**src/rtl/asip_ctrl_pkg.sv**
```systemverilog
// Shared encodings and control bundle for the interpolation ASIP decoder.
// Latency: n/a (types and constants only).
// Backpressure: n/a.
package asip_ctrl_pkg;

  // Opcodes
  localparam logic [4:0] OP_ADDR   = 5'b00000;
  localparam logic [4:0] OP_ALUI   = 5'b00010;
  localparam logic [4:0] OP_LDR    = 5'b00011;
  localparam logic [4:0] OP_STR    = 5'b00100;
  localparam logic [4:0] OP_MOVI   = 5'b00101;
  localparam logic [4:0] OP_CMP    = 5'b00110;
  localparam logic [4:0] OP_VR     = 5'b01000;
  localparam logic [4:0] OP_VS     = 5'b01001;
  localparam logic [4:0] OP_VLDR   = 5'b01010;
  localparam logic [4:0] OP_VSTR   = 5'b01011;
  localparam logic [4:0] OP_VBCAST = 5'b10000;
  localparam logic [4:0] OP_VCSUB  = 5'b10001;
  localparam logic [4:0] OP_JMP    = 5'b11000;
  localparam logic [4:0] OP_BEQ    = 5'b11110;
  localparam logic [4:0] OP_BLT    = 5'b11011;
  localparam logic [4:0] OP_BGT    = 5'b11101;

  // ALU operations
  localparam logic [2:0] ALU_ADD   = 3'b000;
  localparam logic [2:0] ALU_SUB   = 3'b001;
  localparam logic [2:0] ALU_MUL   = 3'b010;
  localparam logic [2:0] ALU_AND   = 3'b011;
  localparam logic [2:0] ALU_OR    = 3'b100;
  localparam logic [2:0] ALU_SLL   = 3'b101;
  localparam logic [2:0] ALU_SRL   = 3'b110;
  localparam logic [2:0] ALU_PASSB = 3'b111;

  // Operand A source
  localparam logic [1:0] OPA_RS1  = 2'b00;
  localparam logic [1:0] OPA_VEC  = 2'b01;
  localparam logic [1:0] OPA_ZERO = 2'b10;

  // Operand B source
  localparam logic [1:0] OPB_RS2   = 2'b00;
  localparam logic [1:0] OPB_IMM   = 2'b01;
  localparam logic [1:0] OPB_VEC   = 2'b10;
  localparam logic [1:0] OPB_BCAST = 2'b11;

  // Next-PC select
  localparam logic [1:0] JMP_PC1    = 2'b00;
  localparam logic [1:0] JMP_BRANCH = 2'b01;
  localparam logic [1:0] JMP_JUMP   = 2'b10;

  // Branch condition
  localparam logic [1:0] BR_NONE = 2'b00;
  localparam logic [1:0] BR_Z    = 2'b01;
  localparam logic [1:0] BR_N    = 2'b10;
  localparam logic [1:0] BR_GT   = 2'b11;

  // Decoded control bundle; WriteRegister is not stored, it is derived downstream.
  typedef struct packed {
    logic [1:0] jmpsel;
    logic       memwrite;
    logic       regwrite;
    logic       vcsub;
    logic [2:0] aluop;
    logic [1:0] opb;
    logic       selrs2;
    logic [1:0] branchsel;
    logic [1:0] opa;
    logic       selwd;
    logic       wregvec;
    logic       selrs1;
  } ctrl_t;

  localparam ctrl_t CTRL_NOP = '0;

endpackage

```
**src/rtl/asip_decode.sv**
```systemverilog
// Combinational opcode/function decoder producing the ASIP control bundle.
// Latency: 0 cycles (pure combinational).
// Backpressure: none; holding is done by the register in the top level.
module asip_decode
  import asip_ctrl_pkg::*;
(
  input  logic [4:0] opcode,
  input  logic [2:0] funct,
  output ctrl_t      ctrl
);

  // Start from NOP so every unlisted field and every undefined opcode is zero.
  always_comb begin
    ctrl = CTRL_NOP;
    case (opcode)
      OP_ADDR: begin
        ctrl.aluop    = funct;
        ctrl.regwrite = 1'b1;
      end
      OP_ALUI: begin
        ctrl.aluop    = funct;
        ctrl.opb      = OPB_IMM;
        ctrl.regwrite = 1'b1;
      end
      OP_LDR: begin
        ctrl.aluop    = ALU_ADD;
        ctrl.opb      = OPB_IMM;
        ctrl.selwd    = 1'b1;
        ctrl.regwrite = 1'b1;
      end
      OP_STR: begin
        ctrl.aluop    = ALU_ADD;
        ctrl.opb      = OPB_IMM;
        ctrl.selrs2   = 1'b1;
        ctrl.memwrite = 1'b1;
      end
      OP_MOVI: begin
        ctrl.opa      = OPA_ZERO;
        ctrl.opb      = OPB_IMM;
        ctrl.aluop    = ALU_ADD;
        ctrl.regwrite = 1'b1;
      end
      OP_CMP: begin
        // Flags only, nothing is written back.
        ctrl.aluop = ALU_SUB;
      end
      OP_VR: begin
        ctrl.opa     = OPA_VEC;
        ctrl.opb     = OPB_VEC;
        ctrl.aluop   = funct;
        ctrl.wregvec = 1'b1;
      end
      OP_VS: begin
        ctrl.opa     = OPA_VEC;
        ctrl.opb     = OPB_BCAST;
        ctrl.aluop   = funct;
        ctrl.wregvec = 1'b1;
      end
      OP_VLDR: begin
        ctrl.aluop   = ALU_ADD;
        ctrl.opb     = OPB_IMM;
        ctrl.selwd   = 1'b1;
        ctrl.wregvec = 1'b1;
      end
      OP_VSTR: begin
        ctrl.aluop    = ALU_ADD;
        ctrl.opb      = OPB_IMM;
        ctrl.selrs2   = 1'b1;
        ctrl.memwrite = 1'b1;
      end
      OP_VBCAST: begin
        ctrl.opa     = OPA_ZERO;
        ctrl.opb     = OPB_BCAST;
        ctrl.aluop   = ALU_ADD;
        ctrl.wregvec = 1'b1;
      end
      OP_VCSUB: begin
        ctrl.opa     = OPA_VEC;
        ctrl.opb     = OPB_BCAST;
        ctrl.aluop   = ALU_SUB;
        ctrl.vcsub   = 1'b1;
        ctrl.wregvec = 1'b1;
      end
      OP_JMP: begin
        ctrl.jmpsel = JMP_JUMP;
      end
      OP_BEQ: begin
        ctrl.jmpsel    = JMP_BRANCH;
        ctrl.branchsel = BR_Z;
        ctrl.selrs1    = 1'b1;
        ctrl.opb       = OPB_RS2;
        ctrl.aluop     = ALU_SUB;
      end
      OP_BLT: begin
        ctrl.jmpsel    = JMP_BRANCH;
        ctrl.branchsel = BR_N;
        ctrl.selrs1    = 1'b1;
        ctrl.aluop     = ALU_SUB;
      end
      OP_BGT: begin
        ctrl.jmpsel    = JMP_BRANCH;
        ctrl.branchsel = BR_GT;
        ctrl.selrs1    = 1'b1;
        ctrl.aluop     = ALU_SUB;
      end
      default: ctrl = CTRL_NOP;
    endcase
  end

endmodule

```
**src/rtl/asip_control_unit.sv**
```systemverilog
// Main ASIP decoder acting as the decode-to-execute control register.
// Latency: 1 cycle from OPcode/ALUop to registered controls.
// Backpressure: stall holds the register; flush (higher priority) loads NOP.
module asip_control_unit
  import asip_ctrl_pkg::*;
(
  input  logic       clk,
  input  logic       rst_n,
  input  logic       stall,
  input  logic       flush,
  input  logic [4:0] OPcode,
  input  logic [2:0] ALUop,
  output logic [1:0] JMPSel,
  output logic       WriteRegister,
  output logic       MemWrite,
  output logic       RegWrite,
  output logic       vcsub,
  output logic [2:0] ALUOp,
  output logic [1:0] SelectorOpB,
  output logic       SelectorRs2,
  output logic [1:0] BranchSel,
  output logic [1:0] SelectorOpA,
  output logic       SelWriteData,
  output logic       WriteRegisterVec,
  output logic       SelectorRs1
);

  ctrl_t dec_ctrl;
  ctrl_t ctrl_q;

  asip_decode u_decode (
    .opcode (OPcode),
    .funct  (ALUop),
    .ctrl   (dec_ctrl)
  );

  // Control register: async clear, flush beats stall, otherwise capture decode.
  always_ff @(posedge clk or negedge rst_n) begin
    if (!rst_n) begin
      ctrl_q <= CTRL_NOP;
    end else if (flush) begin
      ctrl_q <= CTRL_NOP;
    end else if (!stall) begin
      ctrl_q <= dec_ctrl;
    end
  end

  assign JMPSel           = ctrl_q.jmpsel;
  assign MemWrite         = ctrl_q.memwrite;
  assign RegWrite         = ctrl_q.regwrite;
  assign vcsub            = ctrl_q.vcsub;
  assign ALUOp            = ctrl_q.aluop;
  assign SelectorOpB      = ctrl_q.opb;
  assign SelectorRs2      = ctrl_q.selrs2;
  assign BranchSel        = ctrl_q.branchsel;
  assign SelectorOpA      = ctrl_q.opa;
  assign SelWriteData     = ctrl_q.selwd;
  assign WriteRegisterVec = ctrl_q.wregvec;
  assign SelectorRs1      = ctrl_q.selrs1;
  // Write-back enable follows the registered per-file enables so it can never disagree with them.
  assign WriteRegister    = ctrl_q.regwrite | ctrl_q.wregvec;

endmodule

```
**config.mk**
```make
export PLATFORM = sky130hd
export DESIGN_NAME = asip_control_unit
export DESIGN_NICKNAME = d
export VERILOG_FILES = /design/src/rtl/asip_ctrl_pkg.sv /design/src/rtl/asip_decode.sv /design/src/rtl/asip_control_unit.sv
export SDC_FILE = /design/constraint.sdc
export NUM_CORES = 1
export LEC_CHECK = 0
export ABC_CLOCK_PERIOD_IN_PS = 1200
export CORE_MARGIN = 2
export CORE_UTILIZATION = 45
export CTS_CLUSTER_DIAMETER = 50
export DETAILED_ROUTE_END_ITERATION = 7
export PLACE_DENSITY = 0.9
export SLEW_MARGIN = 20
export SYNTH_ARGS = -nofsm -noshare
export SYNTH_HDL_FRONTEND = slang
export SYNTH_SLANG_ARGS = --single-unit
```
**constraint.sdc**
```tcl
create_clock -name clk -period 1.2 [get_ports clk]
set_clock_uncertainty 0.15 [all_clocks]
set_input_delay 0.36 -clock clk [delete_from_list [all_inputs] [get_ports clk]]
set_output_delay 0.36 -clock clk [all_outputs]
set_load 0.01 [all_outputs]
```
==> summary.txt, run 1 <==
Synth
  – Mean Syn Cell Area: 8.82 um^2
  – Yosys reg bits: 16
  – Cell accounting for the most synthesized area: dfrtp_1
  – Yosys cell types: 38
  – Ranking of synthesized cells by area: dfrtp_1 (42%), a21oi_1 (4.8%), nor2_1 (4.8%), xor2_1 (3.7%), nand2_1 (3.6%)
  – Syn_nets: 119
  – Post-Synthesis Cell Area: 943 um^2
  – Synth warn: 0
  – Post-synth top area share: between 40% and 50%
  – Seq/Total Area, Yosys: a little over two fifths
  – Synth Instances: between 100 and 150

Timing
  – Worst EP post-GRT repair: WriteRegister
  – WEP type: primary output

Placed design
  – Count of input and output buffers: 30
  – Placer Congestion: ~0.80
  – DP HPWL: 1920 um
  – Pre-CTS WS: -833 ps

Floorplan
  – Die Wd: roughly 50 um
  – Cell row count: 16
  – # IOs: 31
  – Initial core utilization: around half
  – Die height: between 40 and 50 um

Outcome
  – Last flow stage reached: global routing (5_1_grt)
  – Status: stopped before the end
  – Error: [ERROR DPL-0038] Utilization greater than 100%, impossible to legalize

Clock network
  – Clk sinks: 16
  – Total CTS buffers: 3
  – Root Driver: clkbuf_4
  – CTS H-tree depth: 1
  – CTS Buffer Depth: 2

GRT
  – Largest net degree at the start of global routing: 17
## cell usage after synthesis (all sizes together)
cell type  number
xnor2           2
nand4b          1
nand3           1
a22o            1
dfrtp          16
a2111oi         1
nor4b           1
nor2b           3
o22ai           1
or4b            1
a21oi           9
nor2           12
and3b           1
a32oi           3
nor3            6
mux2            1
a22oi           4
a31oi           1
a211oi          2
buf             8
o21bai          2
xor2            4
or3             1
nor4            1
or2             1
clkbuf          4
or3b            1
a311oi          1
nand3b          1
a21o            1
inv             2
o21ai           2
a21boi          1
nand2b          1
nand2           9
## kinds of logic after synthesis
kind of cell,after synthesis,share of synthesized area [%]
xor+xnor,6,5.57
mux,1,1.19
flops,16,42.4
buf+inv,14,7.16
simple gates,41,22.3
compound gates,29,21.4
## metrics by stage
stage / hold slack (ps) / util [%] / TNS, ps / cell area, um^2 / instances
after CTS: 261 / 87.2 / -3470 / 1710 / 203
after detailed placement: 325 / 75.4 / -14760 / 1480 / 181
after global placement: 310 / 75.4 / -14080 / 1480 / 181
after floorplan: -85.6 / - / -1230 / 1000 / 107
## repair_timing
item                                    in CTS
endpoints found under the setup margin      35
resized for setup                          144
hold buffers                                 0
cloned                                       0
endpoints found under the hold margin        0
pin swaps                                   14
setup buffers                               18
==> run 2: changes to the inputs <==
--- a/config.mk
+++ b/config.mk
@@ -6,11 +6,10 @@
 export NUM_CORES = 1
 export LEC_CHECK = 0
 export ABC_CLOCK_PERIOD_IN_PS = 1200
-export CORE_MARGIN = 2
-export CORE_UTILIZATION = 45
-export CTS_CLUSTER_DIAMETER = 50
+export CORE_AREA = 2 2 63 65
 export DETAILED_ROUTE_END_ITERATION = 7
-export PLACE_DENSITY = 0.9
+export DIE_AREA = 0 0 65 67
+export PLACE_DENSITY_LB_ADDON = 0.15
 export SLEW_MARGIN = 20
 export SYNTH_ARGS = -nofsm -noshare
 export SYNTH_HDL_FRONTEND = slang
==> summary.txt, run 2 <==
Outcome
  – Status: finished with violations
  – Failing checks: setup timing

Drt
  – Final wirelength: between 3000 and 4000 um
  – Wire per inst: 13.6 um
  – ANT nets after route: 0
  – TritonRoute pass-1 iters: 4
  – Via count: around 1100
  – Vias/cell: 4.65
  – DRT iter0 DRCs: 14
  – DRC Markers: 0

Synth
  – Ranking of synthesized cells by area: dfrtp_1 (42%), a21oi_1 (4.8%), nor2_1 (4.8%), xor2_1 (3.7%), nand2_1 (3.6%)
  – Synth warn: 0 (unchanged)
  – Post-Synthesis Cell Area: 943 um^2 (unchanged)
  – Top-count cell post-synth: dfrtp_1
  – Async SR Flop Fraction: 100% (unchanged)
  – Syn_nets: 119 (unchanged)
  – Post-synth top cells: dfrtp_1 (16), nor2_1 (12), a21oi_1 (9), nand2_1 (9)
  – Cell accounting for the most synthesized area: dfrtp_1
  – Yosys cell types: 38 (unchanged)
  – Number of flops mapped to enable cells by yosys: 0 (unchanged)
  – Synth Instances: 107 (unchanged)
  – Mean Syn Cell Area: 8.82 um^2 (unchanged)
  – Main flop type after synthesis: dfrtp_1
  – Seq/Total Area, Yosys: 42.4% (unchanged)
  – Post-synth top area share: 42.4% (unchanged)
  – Yosys reg bits: 16 (unchanged)

Finish
  – Share of cells above drive strength 1: 61.0%
  – Max FFs per register: 3
  – Area Overhead vs Synth: 103%
  – Diode count: 0
  – Register area: 400 um^2
  – Footprint of the multi-input gates: between 600 and 700 um^2
  – FILL cells: approximately 320
  – Final #Nets: between 150 and 200
  – Post-Route Utilization: 53.0%
  – Fin cells: 230
  – Most common cell after layout, fill and taps aside: buf_4
  – Most frequent cells in the layout: buf_4 (37), dfrtp_1 (16), buf_6 (16), buf_2 (16), nor2_1 (11)

Setup path
  – Worst setup SP type: register
  – Slowest cell delay on critical path: 370 ps
  – R2r startpoint: SelectorOpA[0]
  – Critical Path Sink Type: output pin
  – Slowest CP cell: dfrtp_1
  – R2R setup slack: 60 ps
  – CP Class: reg2out
  – Worst Path Required: a little under 700 ps
  – Worst R2R End: SelectorOpA[0]
  – Critical path's top delay family: flip-flops
  – R2R depth: 4
  – Critical-path cell list: or2_4 > buf_6
  – CP Max Fanout: 2
  – Crit path DAT: 990 ps
  – Critical path buffers and inverters: 1

Timing
  – Tcrit/Tclk final: 125%
  – Actual slew at the worst max-slew pin: 315 ps
  – Fin Hold WS: approximately 280 ps
  – Worst setup margin: -296 ps
  – Max_slew headroom: approximately four fifths
  – Final hold viol count: 0
  – Maximum clock frequency: 669 MHz
  – Max-slew violations: 0
  – # setup viols final: 23
  – RSZ-0062 raised after global routing: yes
  – Final Critical Period: around 1500 ps

Run
  – # Max-Cap Violations: 0

Floorplan
  – Core ar.: 0.00361 mm^2
  – # IOs: 31 (unchanged)
  – Initial core utilization: 26.2% (-22 points)
  – Die area: 0.00436 mm^2
  – Die height: 67 um (+35%)
  – Die Wd: 65 um (+31%)
  – Cell row count: 22 (+6)

GRT
  – First-pass GRT wire length: 4910 um
  – Vias in the first global route: about 1100
  – Gr usage total: about 15%
  – Initial antenna violation count: 0
  – Largest net degree at the start of global routing: 17
  – Gr ovfl total: 0

Clock network
  – CTS H-tree depth: 1 (unchanged)
  – Clk_lat worst skew: approximately 260 ps
  – Clk slew on worst S/H paths: 70 ps
  – CTS tree: done
  – Clk sinks: 16 (unchanged)
  – CTS Buffer Depth: 2 (unchanged)
  – Total CTS buffers: 3 (unchanged)
  – Root Driver: clkbuf_8

Power
  – Leakage power: around 0.92 nW
  – Peak VDD IR: around 0.35 mV
  – PD cells: approximately 780 mW/mm^2

Placed design
  – Count of input and output buffers: 30 (unchanged)
  – DP HPWL: 1970 um (+2.4%)
  – Placer Congestion: 0.820 (+2.5%)
  – DP Cell Count: 204 (+13%)

Worst hold path
  – Min-Delay Path Class: in2async
[run 2: cell counts after synthesis]
No cell type changed its count.
[run 2: worst reg2reg max path: stages, from the launching register on]
cell and delay, ps:
dfrtp_1 380, buf_4 130, buf_4 120, buf_4 120, a21o_1 140
[run 2: how the worst max path moves through the flow]
stage	cells after the start	slack (ps)	from	to
detailed placement	5	-870	OPcode[1]	WriteRegisterVec
finish	2	-300	WriteRegisterVec	WriteRegister
global placement	5	-840	OPcode[1]	WriteRegisterVec
global route	2	-330	WriteRegisterVec	WriteRegister
CTS	2	-300	WriteRegisterVec	WriteRegister
floorplan	5	-280	OPcode[1]	SelectorRs2
[run 2: cells by family after synthesis]
logic type             synth area share, %
AO/OA/AOI/OAI                         21.4
flip-flops                            42.4
XOR/XNOR                              5.57
AND/OR/NAND/NOR                       22.3
multiplexers                          1.19
buffers and inverters                 7.16
[run 2: cell type report]
cell class,count,area share (%)
Timing Repair Buffer,83,38.6
Multi-Input combinational cell,77,34.1
Sequential cell,16,21.0
Tap cell,48,3.14
Clock buffer,4,2.88
Inverter,2,0.393
[run 2: through the flow]
step | power [mW] | setup WS, ps | area (um^2) | setup TNS [ps]
global placement | 0.878 | -838 | 1530 | -15040
detailed placement | 0.880 | -865 | 1530 | -15140
global route | 1.56 | -326 | 1910 | -3210
floorplan | 0.713 | -279 | 1000 | -1230
finish | 1.50 | -296 | 1910 | -2420
CTS | 1.43 | -304 | 1690 | -2680
[run 2: power breakdown]
part	total, mW	switching (mW)	internal [mW]
registers	0.558	0.00621	0.552
clock network	0.503	0.211	0.292
logic	0.435	0.195	0.239
total	1.50	0.412	1.08
[run 2: layer usage]
layer | track usage, % | part of all wire [%] | vias up
met2 | 26.7 | 53 | 19
li1 | - | - | 528
met4 | 7.18 | 1.8 | 0
met1 | 17.1 | 42 | 518
met5 | 0 | 0 | -
met3 | 2.53 | 3.0 | 5
[run 2: timing repair]
action	CTS	global route
buffers inserted	13	14
setup endpoints to repair	35	32
pin swaps	16	22
hold buffers	0	0
gates resized for setup	129	38
hold endpoints to repair	0	0
(Power assumes the default switching activity.)
